File: src/rtl/bcd_sseg_pkg.sv
// bcd_sseg_pkg: shared segment patterns (active-low a..g) and anode constants
package bcd_sseg_pkg;
    localparam logic [6:0] SEG_0 = 7'b0000001;
    localparam logic [6:0] SEG_1 = 7'b1001111;
    localparam logic [6:0] SEG_2 = 7'b0010010;
    localparam logic [6:0] SEG_3 = 7'b0000110;
    localparam logic [6:0] SEG_4 = 7'b1001100;
    localparam logic [6:0] SEG_5 = 7'b0100100;
    localparam logic [6:0] SEG_6 = 7'b0100000;
    localparam logic [6:0] SEG_7 = 7'b0001111;
    localparam logic [6:0] SEG_8 = 7'b0000000;
    localparam logic [6:0] SEG_9 = 7'b0000100;
    localparam logic [6:0] SEG_A = 7'b0001000;
    localparam logic [6:0] SEG_B = 7'b1100000;
    localparam logic [6:0] SEG_C = 7'b0110001;
    localparam logic [6:0] SEG_D = 7'b1000010;
    localparam logic [6:0] SEG_E = 7'b0110000;
    localparam logic [6:0] SEG_F = 7'b0111000;
    localparam logic [6:0] SEG_BLANK = 7'b1111111;
    localparam logic [1:0] AN_OFF = 2'b11;
endpackage

File: src/rtl/bcd_sseg_lut.sv
// bcd_sseg_lut: combinational 4-bit hex digit to active-low 7-segment pattern
module bcd_sseg_lut
    import bcd_sseg_pkg::*;
(
    input  logic [3:0] bcd,
    output logic [6:0] seg
);
    always_comb begin
        seg = SEG_BLANK;
        case (bcd)
            4'h0: seg = SEG_0;
            4'h1: seg = SEG_1;
            4'h2: seg = SEG_2;
            4'h3: seg = SEG_3;
            4'h4: seg = SEG_4;
            4'h5: seg = SEG_5;
            4'h6: seg = SEG_6;
            4'h7: seg = SEG_7;
            4'h8: seg = SEG_8;
            4'h9: seg = SEG_9;
            4'hA: seg = SEG_A;
            4'hB: seg = SEG_B;
            4'hC: seg = SEG_C;
            4'hD: seg = SEG_D;
            4'hE: seg = SEG_E;
            4'hF: seg = SEG_F;
            default: seg = SEG_BLANK;
        endcase
    end
endmodule

File: src/rtl/bcd_to_sseg.sv
// bcd_to_sseg: registered BCD/hex to 7-segment decoder, single lit digit
module bcd_to_sseg
    import bcd_sseg_pkg::*;
#(
    parameter bit         SEG_ACTIVE_LOW = 1'b1,
    parameter logic [1:0] AN_PATTERN     = 2'b10
) (
    input  logic       clk,
    input  logic       reset,
    input  logic [3:0] BCD,
    output logic [6:0] SSeg,
    output logic [1:0] an
);
    logic [6:0] lut_seg;
    logic [6:0] seg_drive;
    // Reset blanks the display in whichever polarity the board uses.
    localparam logic [6:0] RST_SEG = SEG_ACTIVE_LOW ? SEG_BLANK : ~SEG_BLANK;

    bcd_sseg_lut u_lut (.bcd(BCD), .seg(lut_seg));

    assign seg_drive = SEG_ACTIVE_LOW ? lut_seg : ~lut_seg;

    always_ff @(posedge clk or negedge reset) begin
        if (!reset) begin
            SSeg <= RST_SEG;
            an   <= AN_OFF;
        end else begin
            SSeg <= seg_drive;
            an   <= AN_PATTERN;
        end
    end
endmodule

File: config.mk
export PLATFORM = sky130hd
export DESIGN_NAME = bcd_to_sseg
export DESIGN_NICKNAME = d
export VERILOG_FILES = /design/src/rtl/bcd_sseg_pkg.sv /design/src/rtl/bcd_sseg_lut.sv /design/src/rtl/bcd_to_sseg.sv
export SDC_FILE = /design/constraint.sdc
export NUM_CORES = 1
export LEC_CHECK = 0
export CAP_MARGIN = 20
export CELL_PAD_IN_SITES_DETAIL_PLACEMENT = 0
export CELL_PAD_IN_SITES_GLOBAL_PLACEMENT = 1
export CORE_UTILIZATION = 33
export CTS_CLUSTER_DIAMETER = 120
export CTS_CLUSTER_SIZE = 40
export DETAILED_ROUTE_END_ITERATION = 8
export MAX_ROUTING_LAYER = met4
export PLACE_DENSITY_LB_ADDON = 0.1
export REMOVE_ABC_BUFFERS = 1
export SLEW_MARGIN = 10
export SYNTH_ARGS = -nofsm -noshare
export SYNTH_HDL_FRONTEND = slang
export SYNTH_SLANG_ARGS = --single-unit
File: constraint.sdc
create_clock -name clk -period 0.8 [get_ports clk]
set_input_delay 0.12 -clock clk [delete_from_list [all_inputs] [get_ports clk]]
set_output_delay 0.12 -clock clk [all_outputs]
set_load 0.01 [all_outputs]
[Word level (Yosys, flattened, before mapping)]
Memories as Yosys holds them, arrays and structs flattened. A register that Yosys moved wholly into a read port is not among the register bits.
Index checks and enable logic that the tools add are counted.
Operators by class
  reduce and logical (&&, ||, !) cells: 1
Operator list (count)
  1-bit zero test: 1
Word-level totals
  register bits after elaboration: 1
  bits in read-only memories: 112
  input bits: 6
  output and inout bits: 9
  logic and storage cells: 3
  memories kept: 1
Memory list
  (name not given): words 16, bits a word 7, read ports 1, clocked after memory_dff 1, wr ports 0, RTL line bcd_sseg_lut.sv:10  | case (bcd)

[Logic depth before layout (Yosys ltp)]
  word-level depth: 1
  mapped depth: 5
  depth with buffers taken out: 5

[Hierarchy]
A second synthesis with hierarchy kept.
Second synthesis, totals
  cell total of the unflattened synthesis: 44
  area, all modules: 494.2 µm²
Modules (own cells, without submodules)
  bcd_sseg_lut: times used 1, cells an instance 33, area an instance 269.0 µm²
  bcd_to_sseg: times used 1, cells an instance 11, area an instance 225.2 µm²

[Worst setup path after synthesis]
Ideal clock, no wire load.
  path type: in2reg
  start: input port BCD[0]
  end: register SSeg[3]
  library setup time: 0.094 ns
  arrival: 0.913 ns
  data required time: 0.706 ns
  setup slack: -0.206 ns
  cell stages on the path: 4
  cells stage by stage: inv_1 > ha_1 > inv_1 > mux4_2
RTL lines
  from (decl): RTL line bcd_to_sseg.sv:10  | input logic [3:0] BCD,
  to (decl): RTL line bcd_to_sseg.sv:11  | output logic [6:0] SSeg,

[Final worst setup path]
  start: register SSeg[0]
  end: output port SSeg[0]
No word-level cell between the ends.

==> flow_summary.json <==
{
  "die_h_microns": 40.7,
  "leakagePower_uw": 0.000390,
  "synth_most_common_cell": "dfstp_2",
  "cp-start-kind": "register",
  "io_pins": 15,
  "grt_max_degree": 9,
  "critPathTopFamily": "flip-flops",
  "drt_iter0_drc": 8,
  "setup_viol": 9,
  "clock-sinks": 8,
  "syn_to_final_growth_pct": 70.4,
  "worst_path_max_delay_cell": "dfstp_2",
  "drv_cap": 0,
  "seq_power_share_pct": 43.6,
  "viasPerCell": 4.55,
  "multi_input_comb_area_sq_um": 303,
  "violations": "negative setup slack",
  "dpl_cell_area_sq_um": 703,
  "dr.pass1.iters": 4,
  "cp_max_fo": 1,
  "synth_top_area_cell": "dfstp_2",
  "die_x_microns": 40.7,
  "synth-compound-area-share_pct": 7.59,
  "hp-class": "primary input to register",
  "min_period_over_period_pct": 123,
  "intPower_uw": 832,
  "p_total_uw": 1100,
  "num_vias": 396,
  "p_per_area_nw_per_um2": 1310,
  "ys_top_cells_by_area": "dfstp_2, ha_1, mux2i_1, mux4_2, nor2_1",
  "cts_tree": "done",
  "avgSynthCellArea_sq_um": 11.2,
  "swShare_pct": 24.5,
  "nets": 87,
  "rows": 13,
  "grt_pass1_vias": 377,
  "ys_async_sr_fraction_pct": 100,
  "criticalPathCategory": "register to output pin",
  "seq_area_sq_um": 210,
  "totalWireLength_microns": 926,
  "synth_top_family_by_area": "adder cells",
  "slew_viol_final": 0,
  "synth-warning-count": 0,
  "cts_inserted_buffers": 3,
  "instances_no_fill": 87,
  "place_congestion": 0.771,
  "cts.clk_slew.worst_paths_ps": 50,
  "p_sw_uw": 271,
  "synthFlopType": "dfstp_2",
  "synth.ff_latch_count": 8,
  "cts_max_path_buffers": 2,
  "routedWlPerCell_microns": 10.6,
  "path_buf_inv": 1,
  "synth_fa_ha_area_share_pct": 17.7,
  "start_util_pct": 36.6,
  "muxShareOfSynthArea_pct": 16.7,
  "yosysUniqueCellTypes": 16,
  "crit_chain": "buf_6",
  "synth_area_sq_um": 494,
  "pwr-share-clk_pct": 26.2,
  "synth-xor-area-share_pct": 0,
  "synthSimpleGateAreaFrac_pct": 7.09,
  "port_buffers": 13,
  "root_buffer": "clkbuf_4",
  "arrival_ps": 860,
  "antenna_cells": 0,
  "grt_usage_pct": 14.2,
  "rsz0062_at_grt": "yes",
  "dp_cells": 80,
  "dieArea_sq_um": 1660,
  "ant_nets": 0,
  "syn_inst": 44,
  "finalHoldViolations": 0,
  "end_kind": "output pin",
  "grt_pass1_wl_microns": 1490,
  "power_frac_comb_pct": 30.2,
  "coreArea_sq_um": 1350,
  "synth_edf_count": 0,
  "fillCellCount": 114,
  "fin_ws_ps": -181,
  "synth_commonest_cells": "dfstp_2, ha_1, mux2i_1",
  "grt-ovfl-total": 0,
  "cts_max_level": 1,
  "final_area_sq_um": 842,
  "antenna_found_initial": 0,
  "yosysTopAreaCellShare_pct": 42.5,
  "setup_tns_ps": -1400,
  "final.min_clock_period_ps": 981,
  "crit_required_ps": 680,
  "worst_ir_drop_vdd_v": 0.000451,
  "drc_errors": 0,
  "seq_area_frac_synth_pct": 42.5,
  "hpwl_microns": 754,
  "fmax_ghz": 1.02,
  "run_status": "finished with violations",
  "max_stage_delay_ps": 530,
  "drive_gt1_share_pct": 62.5
}
==> kinds of logic after synthesis <==
| group | count (synthesis) |
|---|---|
| flops | 8 |
| mux | 7 |
| other cells | 2 |
| simple gates | 8 |
| fa+ha+maj | 7 |
| buf+inv | 6 |
| compound gates | 6 |
==> worst paths after layout <==
kind	start	to	slack (ps)	cells past startpoint
hold / removal	BCD[1]	SSeg[0]	240	5
setup / recovery	SSeg[0]	SSeg[0]	-180	1
max in group asynchronous	reset	an[0]	360	1
min in group asynchronous	reset	SSeg[3]	410	1
==> repair_timing <==
| item | 4_1_cts | 5_1_grt |
|---|---|---|
| buffers inserted | 4 | 0 |
| hold buffers | 0 | 0 |
| pin swaps | 0 | 3 |
| resized for setup | 68 | 3 |
| setup endpoints to repair | 15 | 11 |
==> cell usage in the layout (no fill, tap or decap), types with 3 or more instances in the layout <==
| master | synthesis | final |
|---|---|---|
| buf_4 | 1 | 11 |
| dfstp_2 | 8 | 8 |
| mux2i_1 | 6 | 6 |
| clkbuf_4 | 0 | 3 |
| buf_6 | 1 | 13 |
| nor2_1 | 5 | 5 |
| ha_4 | 0 | 4 |
==> cell type report <==
| class | count | area share, % |
|---|---|---|
| well taps | 15 | 2.23 |
| inverters | 3 | 1.93 |
| flip-flops and latches | 8 | 25.0 |
| multi-input cells | 30 | 36.0 |
| clock buffers | 3 | 2.67 |
| repair buffers | 28 | 32.2 |
==> flip-flops by register name, indices dropped and copies added (netlist names) <==
register,count
an,1
SSeg,7
==> stage by stage <==
stage,hold WS [ps],worst slack (ps),util [%]
floorplan,-27.8,-206,-
global placement,659,-726,52.1
detailed placement,690,-763,52.1
CTS,236,-192,61.2
global route,241,-225,62.4
finish,239,-181,62.4
==> metal layers <==
metal  part of all wire [%]  wire, microns  GRT usage [%]
met1                     37            344           14.2
met2                     57            531           26.6
met3                    5.4             50           3.26
met4                      0              0           5.00
met5                      0              0              -
==> power groups by stage <==
stage	clock network, uW	logic (uW)	registers (uW)
after floorplan	0	81.5	500
after global placement	0	276	478
after detailed placement	0	282	479
after CTS	307	329	482
after global routing	332	365	485
final	289	333	481
Power figures use the tool's default switching activity.
